===== src/rtl/flac_frame_crc16_pkg.sv =====
// Shared FLAC CRC definitions: polynomial, width, frame-CRC state encoding and
// the byte-wise CRC-16 update reused by the frame-header CRC blocks.
package flac_frame_crc16_pkg;

  localparam int                 CRC16_WIDTH = 16;
  localparam logic [CRC16_WIDTH-1:0] CRC16_POLY = 16'h8005;

  typedef enum logic [2:0] {
    ST_IDLE,
    ST_RUN,
    ST_WRITE_HI,
    ST_WRITE_LO,
    ST_DONE
  } state_t;

  // MSB-first, non-reflected CRC-16 over one byte.
  function automatic logic [CRC16_WIDTH-1:0] crc16_byte(input logic [CRC16_WIDTH-1:0] crc,
                                                         input logic [7:0]             data);
    logic [CRC16_WIDTH-1:0] c;
    c = crc ^ {data, 8'h00};
    for (int i = 0; i < 8; i++) begin
      c = c[CRC16_WIDTH-1] ? ((c << 1) ^ CRC16_POLY) : (c << 1);
    end
    return c;
  endfunction

endpackage


===== src/rtl/flac_frame_crc16_step.sv =====
// Combinational CRC-16 step absorbing one or two bytes (upper byte first) of a word.
module flac_crc16_step
  import flac_frame_crc16_pkg::*;
(
  input  logic [CRC16_WIDTH-1:0] crc,
  input  logic [15:0]            data,
  input  logic [1:0]             byte_count,
  output logic [CRC16_WIDTH-1:0] crc_next
);

  logic [CRC16_WIDTH-1:0] crc_hi;

  always_comb begin
    crc_hi   = crc16_byte(crc, data[15:8]);
    crc_next = (byte_count == 2'd1) ? crc_hi : crc16_byte(crc_hi, data[7:0]);
  end

endmodule


===== src/rtl/flac_frame_crc16.sv =====
// Reads a frame word range, accumulates CRC-16 and appends it big-endian right
// after the last data byte (which may share a word with the CRC high byte).
module flac_frame_crc16
  import flac_frame_crc16_pkg::*;
(
  input  logic        iClock,
  input  logic        iReset,
  input  logic        iStart,
  input  logic [15:0] iAddressStart,
  input  logic [15:0] iAddressEnd,
  input  logic        iOddByte,
  input  logic [15:0] iMemory,
  output logic [15:0] oAddress,
  output logic [15:0] oMemory,
  output logic        oWriteEnable,
  output logic [15:0] oCrc,
  output logic        done
);

  state_t      state_q, state_d;
  logic [15:0] addr_q, addr_d;
  logic [15:0] end_q, end_d;
  logic        odd_q, odd_d;
  logic [15:0] crc_q, crc_d;
  logic [7:0]  saved_q, saved_d;

  logic        last_word;
  logic [1:0]  step_bytes;
  logic [15:0] crc_step;

  assign last_word  = (addr_q == end_q);
  assign step_bytes = (last_word && odd_q) ? 2'd1 : 2'd2;

  flac_crc16_step u_step (
    .crc        (crc_q),
    .data       (iMemory),
    .byte_count (step_bytes),
    .crc_next   (crc_step)
  );

  always_comb begin
    state_d      = state_q;
    addr_d       = addr_q;
    end_d        = end_q;
    odd_d        = odd_q;
    crc_d        = crc_q;
    saved_d      = saved_q;
    oMemory      = 16'h0000;
    oWriteEnable = 1'b0;

    case (state_q)
      ST_IDLE, ST_DONE: begin
        if (iStart) begin
          state_d = ST_RUN;
          addr_d  = iAddressStart;
          end_d   = iAddressEnd;
          odd_d   = iOddByte;
          crc_d   = 16'h0000;
          saved_d = 8'h00;
        end
      end
      ST_RUN: begin
        crc_d = crc_step;
        if (last_word && odd_q) begin
          // Last data byte stays in the word; the CRC high byte joins it.
          saved_d = iMemory[15:8];
          state_d = ST_WRITE_HI;
        end else if (last_word) begin
          addr_d  = addr_q + 16'd1;
          state_d = ST_WRITE_LO;
        end else begin
          addr_d  = addr_q + 16'd1;
        end
      end
      ST_WRITE_HI: begin
        oMemory      = {saved_q, crc_q[15:8]};
        oWriteEnable = 1'b1;
        addr_d       = addr_q + 16'd1;
        state_d      = ST_WRITE_LO;
      end
      ST_WRITE_LO: begin
        oMemory      = odd_q ? {crc_q[7:0], 8'h00} : crc_q;
        oWriteEnable = 1'b1;
        state_d      = ST_DONE;
      end
      default: state_d = ST_IDLE;
    endcase
  end

  always_ff @(posedge iClock or posedge iReset) begin
    if (iReset) begin
      state_q <= ST_IDLE;
      addr_q  <= 16'h0000;
      end_q   <= 16'h0000;
      odd_q   <= 1'b0;
      crc_q   <= 16'h0000;
      saved_q <= 8'h00;
    end else begin
      state_q <= state_d;
      addr_q  <= addr_d;
      end_q   <= end_d;
      odd_q   <= odd_d;
      crc_q   <= crc_d;
      saved_q <= saved_d;
    end
  end

  assign oAddress = addr_q;
  assign oCrc     = crc_q;
  assign done     = (state_q == ST_DONE);

endmodule

===== config.mk =====
export PLATFORM = sky130hd
export DESIGN_NAME = flac_frame_crc16
export DESIGN_NICKNAME = d
export VERILOG_FILES = /design/src/rtl/flac_frame_crc16_pkg.sv /design/src/rtl/flac_frame_crc16_step.sv /design/src/rtl/flac_frame_crc16.sv
export SDC_FILE = /design/constraint.sdc
export NUM_CORES = 1
export LEC_CHECK = 0
export ABC_AREA = 1
export CORE_ASPECT_RATIO = 1.75
export CORE_MARGIN = 2
export CORE_UTILIZATION = 35
export DETAILED_ROUTE_END_ITERATION = 8
export PLACE_DENSITY_LB_ADDON = 0.12
export SETUP_SLACK_MARGIN = 0.05
export SLEW_MARGIN = 15
export SYNTH_ARGS = -nofsm -noshare
export SYNTH_HDL_FRONTEND = slang
export SYNTH_HIERARCHICAL = 1
export SYNTH_SLANG_ARGS = --single-unit

===== constraint.sdc =====
create_clock -name iClock -period 3 [get_ports iClock]
set_input_delay 0.3 -clock iClock [delete_from_list [all_inputs] [get_ports iClock]]
set_output_delay 0.3 -clock iClock [all_outputs]
set_load 0.01 [all_outputs]

==> results.sh <==
export IMPL_tightest_slew_ns=0.632
export IMPL_finClkSkew_ns=0.00797
export IMPL_p_clk_frac=0.127
export IMPL_max_freq_mhz=298
export IMPL_hp_class="primary input to asynchronous set/reset pin"
export IMPL_clk_latency_ns=0.33
export IMPL_drive_gt1_frac=0.200
export IMPL_grt_pass1_vias=5137
export IMPL_first_pass_iters=4
export IMPL_critPathArrivalTime_ns=3.56
export IMPL_cp_end_kind="flip-flop"
export IMPL_finalInstanceArea_sq_um=6890
export IMPL_yosysWarnings=6
export IMPL_coreArea_sq_um=13000
export IMPL_clk_pin_slew_ns=0.06
export IMPL_synth_ff_type="dfrtp_1"
export IMPL_rows=55
export IMPL_post_dp_cell_area_sq_um=6120
export IMPL_cpMostUsedCell="nand2_4"
export IMPL_n_antenna_cell=0
export IMPL_via_count=5076
export IMPL_grt_pass1_wl_um=26200
export IMPL_fp_dieArea_sq_um=14300
export IMPL_layout_commonest_cell="nand2_1"
export IMPL_num_fill_cells=1283
export IMPL_synth_edff_count=0
export IMPL_fin_ws_ns=-0.360
export IMPL_seqPwrFrac=0.170
export IMPL_avgViaCountPerCell=5.02
export IMPL_r2r_worst_path_cells=31
export IMPL_async_flop_share=1.00
export IMPL_globalRouteTotalUtil=0.237
export IMPL_grt_ovfl_total=0
export IMPL_cp_max_fo=4
export IMPL_met3_wirelength_um=515
export IMPL_wl_met1_um=5820
export IMPL_die_h_um=157
export IMPL_die_x_um=91.3
export IMPL_syn_to_final_growth_pct=47.7
export IMPL_p_switching_mw=4.74
export IMPL_maxCapViolCount=0
export IMPL_r2r_end="oCrc[15]$_DFFE_PP0P_"
export IMPL_grt_antenna_before_repair=0
export IMPL_gp_congestion=0.930
export IMPL_crit_path_end="oCrc[15]$_DFFE_PP0P_"
export IMPL_place_ws_ns=-0.739
export IMPL_ant_nets=0
export IMPL_critPathLaunchType="flip-flop"
export IMPL_final_nets=888
export IMPL_timing_final_hold_violations=0
export IMPL_vdd_drop_max_mv=0.625
export IMPL_crit_path_start="oCrc[13]$_DFFE_PP0P_"
export IMPL_wl_per_cell_um=16.7
export IMPL_portBuffers=101
export IMPL_syn_nets=733
export IMPL_wl_um=16900
export IMPL_hold_buffers=0
export IMPL_timing_rr_start="oCrc[13]$_DFFE_PP0P_"
export IMPL_synth_seq_cells=60
export IMPL_cp_required_ns=3.20
export IMPL_ys_types=33
export IMPL_cts_buffers=9
export IMPL_worstSetupPathType="flip-flop to flip-flop"
export IMPL_wl_met2_um=9450
export IMPL_routed_top_layer="met4"
export IMPL_p_leak_nw=3.39
export IMPL_grt_max_degree=32
export IMPL_layout_common_cells="225 x nand2_1, 99 x clkdlybuf4s50_1, 72 x inv_1"
export IMPL_final_max_slew_viol_count=0
export IMPL_stdcell_count=1011
export IMPL_fin_crit_ns=3.36
export IMPL_cts_tree="yes"
export IMPL_h_tree_depth=3
export IMPL_start_util=0.359
export IMPL_status="finished with violations"
export IMPL_route_detailed_drc=0
export IMPL_maxSlewHeadroom=0.578
export IMPL_setup_viol=8
export IMPL_clock_sinks=60
export IMPL_rsz0062_at_grt="yes"
export IMPL_p_per_area_nw_per_um2=1400
export IMPL_hpwl_um=12800
export IMPL_violations="negative setup slack"
export IMPL_ios=102
export IMPL_r2r_slack_ns=-0.36
export IMPL_avgSynthCellArea_sq_um=6.86
export IMPL_min_period_over_period=1.12
export IMPL_cts_buffer_depth=2
export IMPL_synth_area_sq_um=4670
export IMPL_drt_iter0_drc=205
export IMPL_sw_frac_of_total=0.491
export IMPL_comb_power_share=0.703
export IMPL_ys_seq_area_frac=0.322
export IMPL_slowest_stage="dfrtp_1"
export IMPL_max_stage_delay_ns=0.42
export IMPL_cts_root_buf="clkbuf_16"
export IMPL_synthCells=680
export IMPL_internal_power_mw=4.90
export IMPL_place_inst=971
[state kept, by name, indices dropped and copies added, names as in the netlist]
register  count
end_q        16
saved_q       8
oCrc         16
state_q       3
oAddress     16
odd_q         1
[critical path: cells and delay by family (launching register included)]
| family | cells | cell delay, ns |
|---|---|---|
| AOI/OAI and AO/OA | 1 | 0.08 |
| xor gates and xnor gates | 1 | 0.27 |
| buffers and inverters | 1 | 0.18 |
| DFF | 1 | 0.42 |
| and+or+nand+nor | 28 | 2.26 |
[layout make-up]
class / instances / area [sq um] / share of cell area
timing repair buffer: 164 / 1490 / 0.216
sequential: 60 / 1500 / 0.218
clock inverter: 4 / 95.1 / 0.0138
inverter: 85 / 322 / 0.0466
clock buffer: 12 / 256 / 0.0372
multi-input combinational: 515 / 3010 / 0.437
tap: 171 / 214 / 0.0310
[per-layer routing]
layer	global-route usage	vias up
met1	0.233	2390
met5	0	-
li1	-	2477
met4	0.161	0
met3	0.0318	52
met2	0.453	157
[what timing repair did]
| action | 4_1_cts | 5_1_grt |
|---|---|---|
| resized for setup | 43 | 15 |
| setup buffers | 16 | 9 |
| endpoints found under the setup margin | 7 | 8 |
| pin swaps | 6 | 10 |
[cells by family after synthesis]
family / Yosys count / synth area share
buf+inv: 105 / 0.0906
fa+ha+maj: 1 / 0.00268
mux: 3 / 0.00724
flops: 60 / 0.322
xor+xnor: 29 / 0.0761
compound gates: 81 / 0.0933
simple gates: 401 / 0.408
[per-stage QoR]
step	hold slack, ns	power, mW	setup TNS (ns)	utilization
after floorplan	0.417	5.16	-0.0593	-
after global placement	0.461	7.23	-3.14	0.471
after detailed placement	0.465	7.32	-4.29	0.471
after CTS	0.314	9.23	-1.15	0.520
after global routing	0.352	10.4	-3.62	0.530
final	0.308	9.64	-1.80	0.530
[worst min-delay path by stage]
stage,startpoint,endpoint,slack (ns)
6_report,iReset,end_q[2]$_DFFE_PP0P_,0.31
5_1_grt,iReset,oCrc[13]$_DFFE_PP0P_,0.35
4_1_cts,iReset,saved_q[1]$_DFFE_PP0P_,0.31
3_5_place_dp,saved_q[0]$_DFFE_PP0P_,saved_q[0]$_DFFE_PP0P_,0.47
3_3_place_gp,saved_q[1]$_DFFE_PP0P_,saved_q[1]$_DFFE_PP0P_,0.46
2_1_floorplan,iMemory[8],saved_q[0]$_DFFE_PP0P_,0.42
[cells in the mapped netlist, types with 2 or more instances]
cell / number / area share
buf_6: 2 / 0.0048
inv_2: 8 / 0.0064
a21oi_1: 18 / 0.019
xor2_1: 14 / 0.026
xnor2_1: 9 / 0.017
nand3_4: 2 / 0.0075
nand3_2: 14 / 0.030
o21ai_1: 7 / 0.0075
nand2_4: 14 / 0.034
nor2_4: 2 / 0.0048
nor3_1: 2 / 0.0021
nand3_1: 69 / 0.074
dfrtp_1: 60 / 0.32
o32ai_1: 8 / 0.015
xnor2_4: 4 / 0.024
nor2_1: 42 / 0.034
inv_1: 76 / 0.061
o21ai_0: 48 / 0.051
nand2_1: 232 / 0.19
clkbuf_1: 9 / 0.0072
nand4_1: 6 / 0.0080
buf_2: 8 / 0.0086
nand2_2: 14 / 0.019
mux2_2: 3 / 0.0072
[power by group through the flow]
stage / clock (mW) / sequential [mW] / combinational (mW)
2_1_floorplan: 0 / 1.59 / 3.58
3_3_place_gp: 0 / 1.63 / 5.60
3_5_place_dp: 0 / 1.64 / 5.68
4_1_cts: 1.25 / 1.64 / 6.35
5_1_grt: 1.28 / 1.69 / 7.40
6_report: 1.23 / 1.64 / 6.78
(Power assumes the default switching activity.)
